===== config.mk =====
export PLATFORM = sky130hd
export DESIGN_NAME = pong_game_ctrl
export DESIGN_NICKNAME = d
export VERILOG_FILES = /design/src/rtl/pong_pkg.sv /design/src/rtl/pong_ball_step.sv /design/src/rtl/pong_game_ctrl.sv
export SDC_FILE = /design/constraint.sdc
export NUM_CORES = 1
export LEC_CHECK = 0
export BUFFER_PORTS_ARGS = -buffer_cell sky130_fd_sc_hd__buf_2
export CAP_MARGIN = 40
export CELL_PAD_IN_SITES_DETAIL_PLACEMENT = 1
export CELL_PAD_IN_SITES_GLOBAL_PLACEMENT = 2
export CORE_UTILIZATION = 33
export DETAILED_ROUTE_END_ITERATION = 16
export GPL_TIMING_DRIVEN = 0
export PLACE_DENSITY = 0.9
export SLEW_MARGIN = 20
export SYNTH_ARGS = -nofsm -noshare
export SYNTH_HDL_FRONTEND = slang
export SYNTH_SLANG_ARGS = --single-unit

===== constraint.sdc =====
create_clock -name clk -period 3.2 [get_ports clk]
set_input_delay 0.48 -clock clk [delete_from_list [all_inputs] [get_ports clk]]
set_output_delay 0.48 -clock clk [all_outputs]
set_load 0.1 [all_outputs]

===== src/rtl/pong_pkg.sv =====
// Shared types, screen/ball constants and small helpers for the pong game controller.
package pong_pkg;

    localparam int POS_W   = 10;
    localparam int SCORE_W = 4;

    localparam int SCREEN_WIDTH_DEF  = 640;
    localparam int SCREEN_HEIGHT_DEF = 480;
    localparam int BALL_SIZE_DEF     = 7;
    localparam int BALL_SPEED_DEF    = 3;
    localparam int BORDER_OFFSET_DEF = 5;

    typedef enum logic [2:0] {
        ST_IDLE      = 3'd0,
        ST_SERVE     = 3'd1,
        ST_PLAY      = 3'd2,
        ST_POINT     = 3'd3,
        ST_GAME_OVER = 3'd4
    } state_t;

    // Score increment that sticks at the limit instead of wrapping.
    function automatic logic [SCORE_W-1:0] score_inc(input logic [SCORE_W-1:0] s,
                                                     input logic [SCORE_W-1:0] lim);
        return (s >= lim) ? lim : s + 1'b1;
    endfunction

endpackage


===== src/rtl/pong_ball_step.sv =====
// One-axis ball step: proposes the next position and flags when the move would cross a limit.
module pong_ball_step
    import pong_pkg::*;
#(
    parameter int SPEED    = BALL_SPEED_DEF,
    parameter int LO_LIMIT = BORDER_OFFSET_DEF + BALL_SPEED_DEF,
    parameter int HI_LIMIT = SCREEN_WIDTH_DEF - BALL_SIZE_DEF
) (
    input  logic [POS_W-1:0] pos,
    input  logic             inc,
    output logic [POS_W-1:0] next_pos,
    output logic             at_edge
);

    localparam int EW = POS_W + 1;
    localparam logic [EW-1:0] SPEED_E = EW'(SPEED);
    localparam logic [EW-1:0] LO_E    = EW'(LO_LIMIT);
    localparam logic [EW-1:0] HI_E    = EW'(HI_LIMIT);

    logic [EW-1:0] pos_e;
    logic [EW-1:0] sum_e;

    // One extra bit keeps the upward compare free of 10-bit wrap.
    always_comb begin
        pos_e    = {1'b0, pos};
        sum_e    = pos_e + SPEED_E;
        at_edge  = inc ? (sum_e > HI_E) : (pos_e < LO_E);
        next_pos = pos;
        if (!at_edge) begin
            next_pos = inc ? sum_e[POS_W-1:0] : pos - SPEED_E[POS_W-1:0];
        end
    end

endmodule


===== src/rtl/pong_game_ctrl.sv =====
// Pong game controller: serve/play/score FSM and frame-rate ball motion with wall bounce and miss detection.
module pong_game_ctrl
    import pong_pkg::*;
#(
    parameter int SCREEN_WIDTH  = SCREEN_WIDTH_DEF,
    parameter int SCREEN_HEIGHT = SCREEN_HEIGHT_DEF,
    parameter int BALL_SIZE     = BALL_SIZE_DEF,
    parameter int BALL_SPEED    = BALL_SPEED_DEF,
    parameter int BORDER_OFFSET = BORDER_OFFSET_DEF,
    parameter int SERVE_FRAMES  = 60,
    parameter int WIN_SCORE     = 9
) (
    input  logic               clk,
    input  logic               reset,
    input  logic               frame,
    input  logic               start,
    input  logic               hit_left,
    input  logic               hit_right,
    output logic [POS_W-1:0]   ball_x,
    output logic [POS_W-1:0]   ball_y,
    output logic               ball_dx,
    output logic               ball_dy,
    output logic [SCORE_W-1:0] score_left,
    output logic [SCORE_W-1:0] score_right,
    output logic [2:0]         game_state,
    output logic               winner_left
);

    localparam int CNT_W = $clog2(SERVE_FRAMES + 1);
    localparam logic [POS_W-1:0]   CENTER_X  = POS_W'(SCREEN_WIDTH / 2);
    localparam logic [POS_W-1:0]   CENTER_Y  = POS_W'(SCREEN_HEIGHT / 2);
    localparam logic [SCORE_W-1:0] WIN_S     = SCORE_W'(WIN_SCORE);
    localparam logic [CNT_W-1:0]   SERVE_END = CNT_W'(SERVE_FRAMES - 1);

    state_t             state, state_nx;
    logic [POS_W-1:0]   x_nx, y_nx, x_step, y_step;
    logic               dx_nx, dy_nx, x_edge, y_edge, y_inc;
    logic [SCORE_W-1:0] sl_nx, sr_nx, new_score;
    logic               win_nx, point_left, point_left_nx;
    logic [CNT_W-1:0]   cnt, cnt_nx;

    // dy=1 means moving up, i.e. toward smaller row numbers.
    assign y_inc = ~ball_dy;

    pong_ball_step #(
        .SPEED   (BALL_SPEED),
        .LO_LIMIT(BORDER_OFFSET + BALL_SPEED),
        .HI_LIMIT(SCREEN_WIDTH - BALL_SIZE)
    ) u_step_x (
        .pos     (ball_x),
        .inc     (ball_dx),
        .next_pos(x_step),
        .at_edge (x_edge)
    );

    pong_ball_step #(
        .SPEED   (BALL_SPEED),
        .LO_LIMIT(BORDER_OFFSET + BALL_SPEED),
        .HI_LIMIT(SCREEN_HEIGHT - BALL_SIZE - BORDER_OFFSET)
    ) u_step_y (
        .pos     (ball_y),
        .inc     (y_inc),
        .next_pos(y_step),
        .at_edge (y_edge)
    );

    always_ff @(posedge clk) begin
        if (reset) begin
            state       <= ST_IDLE;
            ball_x      <= CENTER_X;
            ball_y      <= CENTER_Y;
            ball_dx     <= 1'b1;
            ball_dy     <= 1'b1;
            score_left  <= '0;
            score_right <= '0;
            winner_left <= 1'b0;
            cnt         <= '0;
            point_left  <= 1'b0;
        end else begin
            state       <= state_nx;
            ball_x      <= x_nx;
            ball_y      <= y_nx;
            ball_dx     <= dx_nx;
            ball_dy     <= dy_nx;
            score_left  <= sl_nx;
            score_right <= sr_nx;
            winner_left <= win_nx;
            cnt         <= cnt_nx;
            point_left  <= point_left_nx;
        end
    end

    assign game_state = state;

    always_comb begin
        state_nx      = state;
        x_nx          = ball_x;
        y_nx          = ball_y;
        dx_nx         = ball_dx;
        dy_nx         = ball_dy;
        sl_nx         = score_left;
        sr_nx         = score_right;
        win_nx        = winner_left;
        cnt_nx        = cnt;
        point_left_nx = point_left;
        new_score     = point_left ? score_inc(score_left, WIN_S)
                                   : score_inc(score_right, WIN_S);

        case (state)
            ST_IDLE, ST_GAME_OVER: begin
                if (start) begin
                    state_nx = ST_SERVE;
                    sl_nx    = '0;
                    sr_nx    = '0;
                    win_nx   = 1'b0;
                    cnt_nx   = '0;
                    x_nx     = CENTER_X;
                    y_nx     = CENTER_Y;
                end
            end
            ST_SERVE: begin
                x_nx = CENTER_X;
                y_nx = CENTER_Y;
                if (frame) begin
                    if (cnt == SERVE_END) begin
                        state_nx = ST_PLAY;
                        cnt_nx   = '0;
                    end else begin
                        cnt_nx = cnt + 1'b1;
                    end
                end
            end
            ST_PLAY: begin
                // Motion reads the registered dx, so a same-cycle hit only affects later frames.
                if (frame) begin
                    if (x_edge) begin
                        state_nx      = ST_POINT;
                        point_left_nx = ball_dx;
                    end else begin
                        x_nx = x_step;
                        y_nx = y_step;
                        if (y_edge) dy_nx = ~ball_dy;
                    end
                end
                if (hit_left && !hit_right)      dx_nx = 1'b1;
                else if (hit_right && !hit_left) dx_nx = 1'b0;
            end
            ST_POINT: begin
                if (point_left) sl_nx = new_score;
                else            sr_nx = new_score;
                if (new_score == WIN_S) begin
                    state_nx = ST_GAME_OVER;
                    win_nx   = point_left;
                end else begin
                    state_nx = ST_SERVE;
                    x_nx     = CENTER_X;
                    y_nx     = CENTER_Y;
                    dx_nx    = point_left;
                    dy_nx    = 1'b1;
                    cnt_nx   = '0;
                end
            end
            default: state_nx = ST_IDLE;
        endcase
    end

endmodule


======== Word level (Yosys, flattened, before mapping) ========
Index checks and enable logic that the tools add are counted.
Widths: inputs -> output; s select.
storage, ports and cells
  output and inout bits ................... 34
  input bits .............................. 6
  register bits after elaboration ......... 41
  logic and storage cells ................. 110
cells by class
  muxes and demuxes ....................... 47
  $lt $le $gt $ge ......................... 6
  bitwise gates (word level) .............. 1
  reductions and logical operators ........ 20
  add/subtract/negate cells ............... 7
  eq/ne operators ......................... 19
operators with widths
  cell                   count
  $mux 10                11
  $pmux 10 s4            2
  $mux 4                 6
  $mux 6                 4
  $add 10x2->11 const B  2
  $lt 10x4->1 const B    2
  $ne 2x2->1 const B     10
  $sub 10x2->10 const B  2
  $mux 3                 6
  $pmux 6 s3             1
  $pmux 4 s2             2
  $reduce_and 3->1       5
  $reduce_and 5->1       3
  $pmux 3 s4             1
  $gt 11x10->1 const B   1
  $gt 11x9->1 const B    1
  $mux 1                 11
  $add 4x1->4 const B    2
  $ge 4x4->1 const B     2
  $add 6x1->6 const B    1
  $eq 3x2->1 const B     2
  $eq 6x6->1 const B     1
  $pmux 1 s2             3
  $reduce_and 6->1       1
  14 further kinds       18

======== Depth between registers and ports, before layout ========
  depth in word-level cells ............... 7
  mapped depth ............................ 12
  depth with buffers taken out ............ 9

======== Modules after synthesis ========
Synthesis repeated with hierarchy kept, for this count alone.
second synthesis, totals
  cells, all modules ...................... 426
  area, all modules ....................... 3318.2 sq um
by module, submodules not included
  module                      instances  area an instance (sq um)  cells an instance  sequential area each (sq um)
  pong_game_ctrl              1          2114.5                    260                820.8
  pong_ball_step at u_step_x  1          628.1                     89                 0.0
  pong_ball_step at u_step_y  1          575.6                     77                 0.0

======== Worst setup path before layout ========
OpenSTA, ideal clock, no wires.
  kind .................................... reg2reg
  start point ............................. reg ball_y[0]
  end point ............................... reg ball_y[0]
  stages on the path, launching flop included .. 11
  setup time .............................. 0.115 ns
  path buffers ............................ 2
  data required time ...................... 3.085 ns
  data arrival time ....................... 3.164 ns
  period minus slack after synthesis ...... 3.279 ns
  setup slack ............................. -0.079 ns
  cells stage by stage .................... dfxtp_1 -> buf_2 -> inv_1 -> ha_1 -> or4b_2 -> o211ai_1 -> a221o_1 -> a32oi_1 -> buf_2 -> and3_1 -> o21a_1
between the ends
  word-level cells in the longest chain between the ends .. 6
  elaborated cells between the ends (all ways) .. 12
  classes of those cells .................. add/sub: 2; order compare: 2; eq/ne: 1; mux: 6; reduce/logical: 1
ends and longest elaborated chain
  item                                                   line                  text
  start, declared                                        pong_game_ctrl.sv:20  output logic [POS_W-1:0] ball_y,
  start signal, assigned                                 pong_game_ctrl.sv:82  ball_y <= y_nx;
  branches (longest 6 deep; another with $add 10x2->11)  --
Several ways; the timed one is not identified. The select of a mux whose other input is x is not followed.
A chain may end at the register's enable or synchronous reset.

======== Worst setup path in the final report ========
  start point ............................. reg ball_y[0]
  end point ............................... reg ball_y[3]
The elaborated chain is that of the path after synthesis.

==> results.cfg <==
[power]
powerDensity_nw_per_um2 = 320
power_mw = 1.10
power.internal_mw = 0.746
switching_share_pct = 32.2
p_comb_share_pct = 19.3
power_frac_clock_pct = 32.8
pwr-share-seq_pct = 47.9
ir_drop_v = 0.000219
p_sw_mw = 0.354
cellLeakagePower_nw = 1.35

[worst_setup_path]
path_class = flop to flop
path_delay_family = compound AO/OA/AOI/OAI gates
cp-start-kind = flop
reg2regPathDepth = 11
startpoint = ball_y[0]
path_max_fanout = 10
cp-end-kind = flop
crit_arrival_ps = 3120
worstPathBufferInverterCount = 4
cpMaxStageDelayCell = a32oi_2
critPathRequiredTime_ps = 3360
cpPeakStageDelay_ps = 430
worst_r2r_startpoint = ball_y[0]
cp_num_cells = 11
path_cells = buf_2 > inv_1 > ha_1 > clkbuf_1 > xnor2_1 > a221o_1 > a32oi_2 > buf_2 > a21oi_1 > o21ai_0 > a21oi_1

[clock_tree]
worstSkewPairLatency_ps = 290
cts_tree = built
htreeDepth = 2
cts_setup_buffers = 0
cts_sinks = 41
root_buffer = clkbuf_8
cts_resized = 1
clockBufferDepth = 2
cts_buffers = 5
path_clk_slew_ps = 90
postCtsHoldBufs = 0

[synthesis]
ys_warn_count = 0
ys.flop_type = dfxtp_1
yosys.area.top_type = dfxtp_1
ys_ff_latch = 41
syn_nets = 416
synth_cells = 396
synth-edff-count = 0
synthTopCellsByArea = dfxtp_1 (27%), a21oi_1 (5.9%), ha_1 (5.9%), nand2_1 (5.1%), o21ai_0 (4.0%)
synthTopCellsByCount = dfxtp_1 (41), nand2_1 (41), a21oi_1 (35)
syn_avg_cell_area_sq_um = 7.55
synth_top_area_share_pct = 27.5
synth_cell_types = 61
async_flop_share_pct = 0
ys_seq_area_share_pct = 27.5
synth_area_sq_um = 2990

[timing]
hold_viol = 0
finalClockSkew_ps = 9.06
rsz0062_at_grt = no
relSlewSlack_pct = 55.3
slew_viol_final = 0
setup_viol = 0
fin_ws_ps = 234
maxClockFrequency_mhz = 337
post-route-min-period_ps = 2970
tightest_slew_ps = 668
fin_crit_sh_pct = 92.7

[finish]
final_nets = 461
area_growth_syn_to_layout_pct = 14.8
fin_area_sq_um = 3430
layout-drive-gt1-share_pct = 16.6
instances_no_fill = 549
diodes = 0
fillers = 1118
utilization_pct = 39.1

[global_route]
first_global_vias = 3184
grt_max_degree = 13
overflow = 0
grt_pass1_wl_um = 15800
globalRouteTotalUtil_pct = 20.2
antenna_found_initial = 0

[floorplanning]
initial_core_util_pct = 34.1
core_area_sq_um = 8760
die_w_um = 97.2
dieArea_sq_um = 9440
io_pins = 40
fp.dieH_um = 97.2
rows = 34

[min_path]
hp-start = start
whs_path_depth = 3
hold_path.class = input port to flop

[route]
vias_per_cell = 5.72
route.detailed.drc = 0
drtPass1Iterations = 4
routed_wirelength_um = 9340
wl_per_cell_um = 17.0
vias = 3140
drtIter0Drc = 91
drtAntennaViolNets = 0

[placed_design]
placed_area_sq_um = 3320
dp_worst_setup_slack_ps = -62.5
dp_hpwl_um = 6970
placedCellCount = 543
io_buffers = 39
globalplace.congestion = 0.817

[outcome]
status = finished, final reports clean

[flow_run]
maxCapViolCount = 0
[per-layer routing]
metal  wire length, um  vias up  track usage [%]
li1                  -     1535                -
met1              4410     1524             26.2
met2              4480       71             35.3
met3               360       10             3.02
met4                88        0             4.48
met5                 0        -                0
[path summary, 6_finish.rpt]
kind | end | slack [ps]
max | ball_y[3] | 230
min | game_state[2] | 490
max reg2reg | ball_y[3] | 230
min reg2reg | cnt[1] | 510
[registers in the layout, indices dropped and copies added, names as in the netlist]
signal,count
ball_x,10
ball_y,10
cnt,6
score_left,4
score_right,4
game_state,3
ball_dx,1
ball_dy,1
point_left,1
winner_left,1
[metrics by stage]
stage | TNS [ps] | hold WS (ps)
after floorplan | 0 | 459
after global placement | -49.3 | 472
after detailed placement | -238 | 490
after CTS | 0 | 484
after global routing | 0 | 518
final | 0 | 491
[worst min-delay path, cell delays in order]
cell	delay, ps
buf_2	100
nand3b_1	100
a21oi_1	60
[cell usage in the layout, fill, tap and decap left out, types with 5 or more instances in the layout]
cell type  instances
clkbuf_1          18
buf_2             45
o21ai_0           24
dfxtp_1           38
ha_1              14
nand2_1           41
inv_1             14
o211ai_1           5
nand2b_1           8
nor3_1            14
nand4_1            6
xnor2_1            8
and3_1             5
or3_1              5
clkbuf_8           6
xor2_1             8
a21oi_1           35
or2_2              7
nor2_1            29
nand3_1           18
[area by class of cell]
cell class,count,area (sq um),area share [%]
plain buffers,26,109,3.17
clock buffers,6,82.6,2.41
multi-input cells,314,2020,59.0
well taps,108,135,3.94
flip-flops and latches,41,825,24.0
clock inverters,1,7.51,0.219
inverters,14,52.6,1.53
repair buffers,39,195,5.69
[kinds of logic after synthesis]
family | share of synthesized area [%]
buffers and inverters | 5.53
adders and majority gates | 5.86
DFF | 27.5
AOI/OAI and AO/OA | 25.4
and+or+nand+nor | 29.0
muxes | 2.09
xor gates and xnor gates | 4.69
[power by group through the flow]
stage,Combinational [mW],Clock [mW],Sequential (mW)
2_1_floorplan,0.117,0,0.578
3_3_place_gp,0.210,0,0.537
3_5_place_dp,0.213,0,0.538
4_1_cts,0.214,0.369,0.526
5_1_grt,0.232,0.386,0.527
6_report,0.213,0.360,0.526
Power figures use the tool's default switching activity.
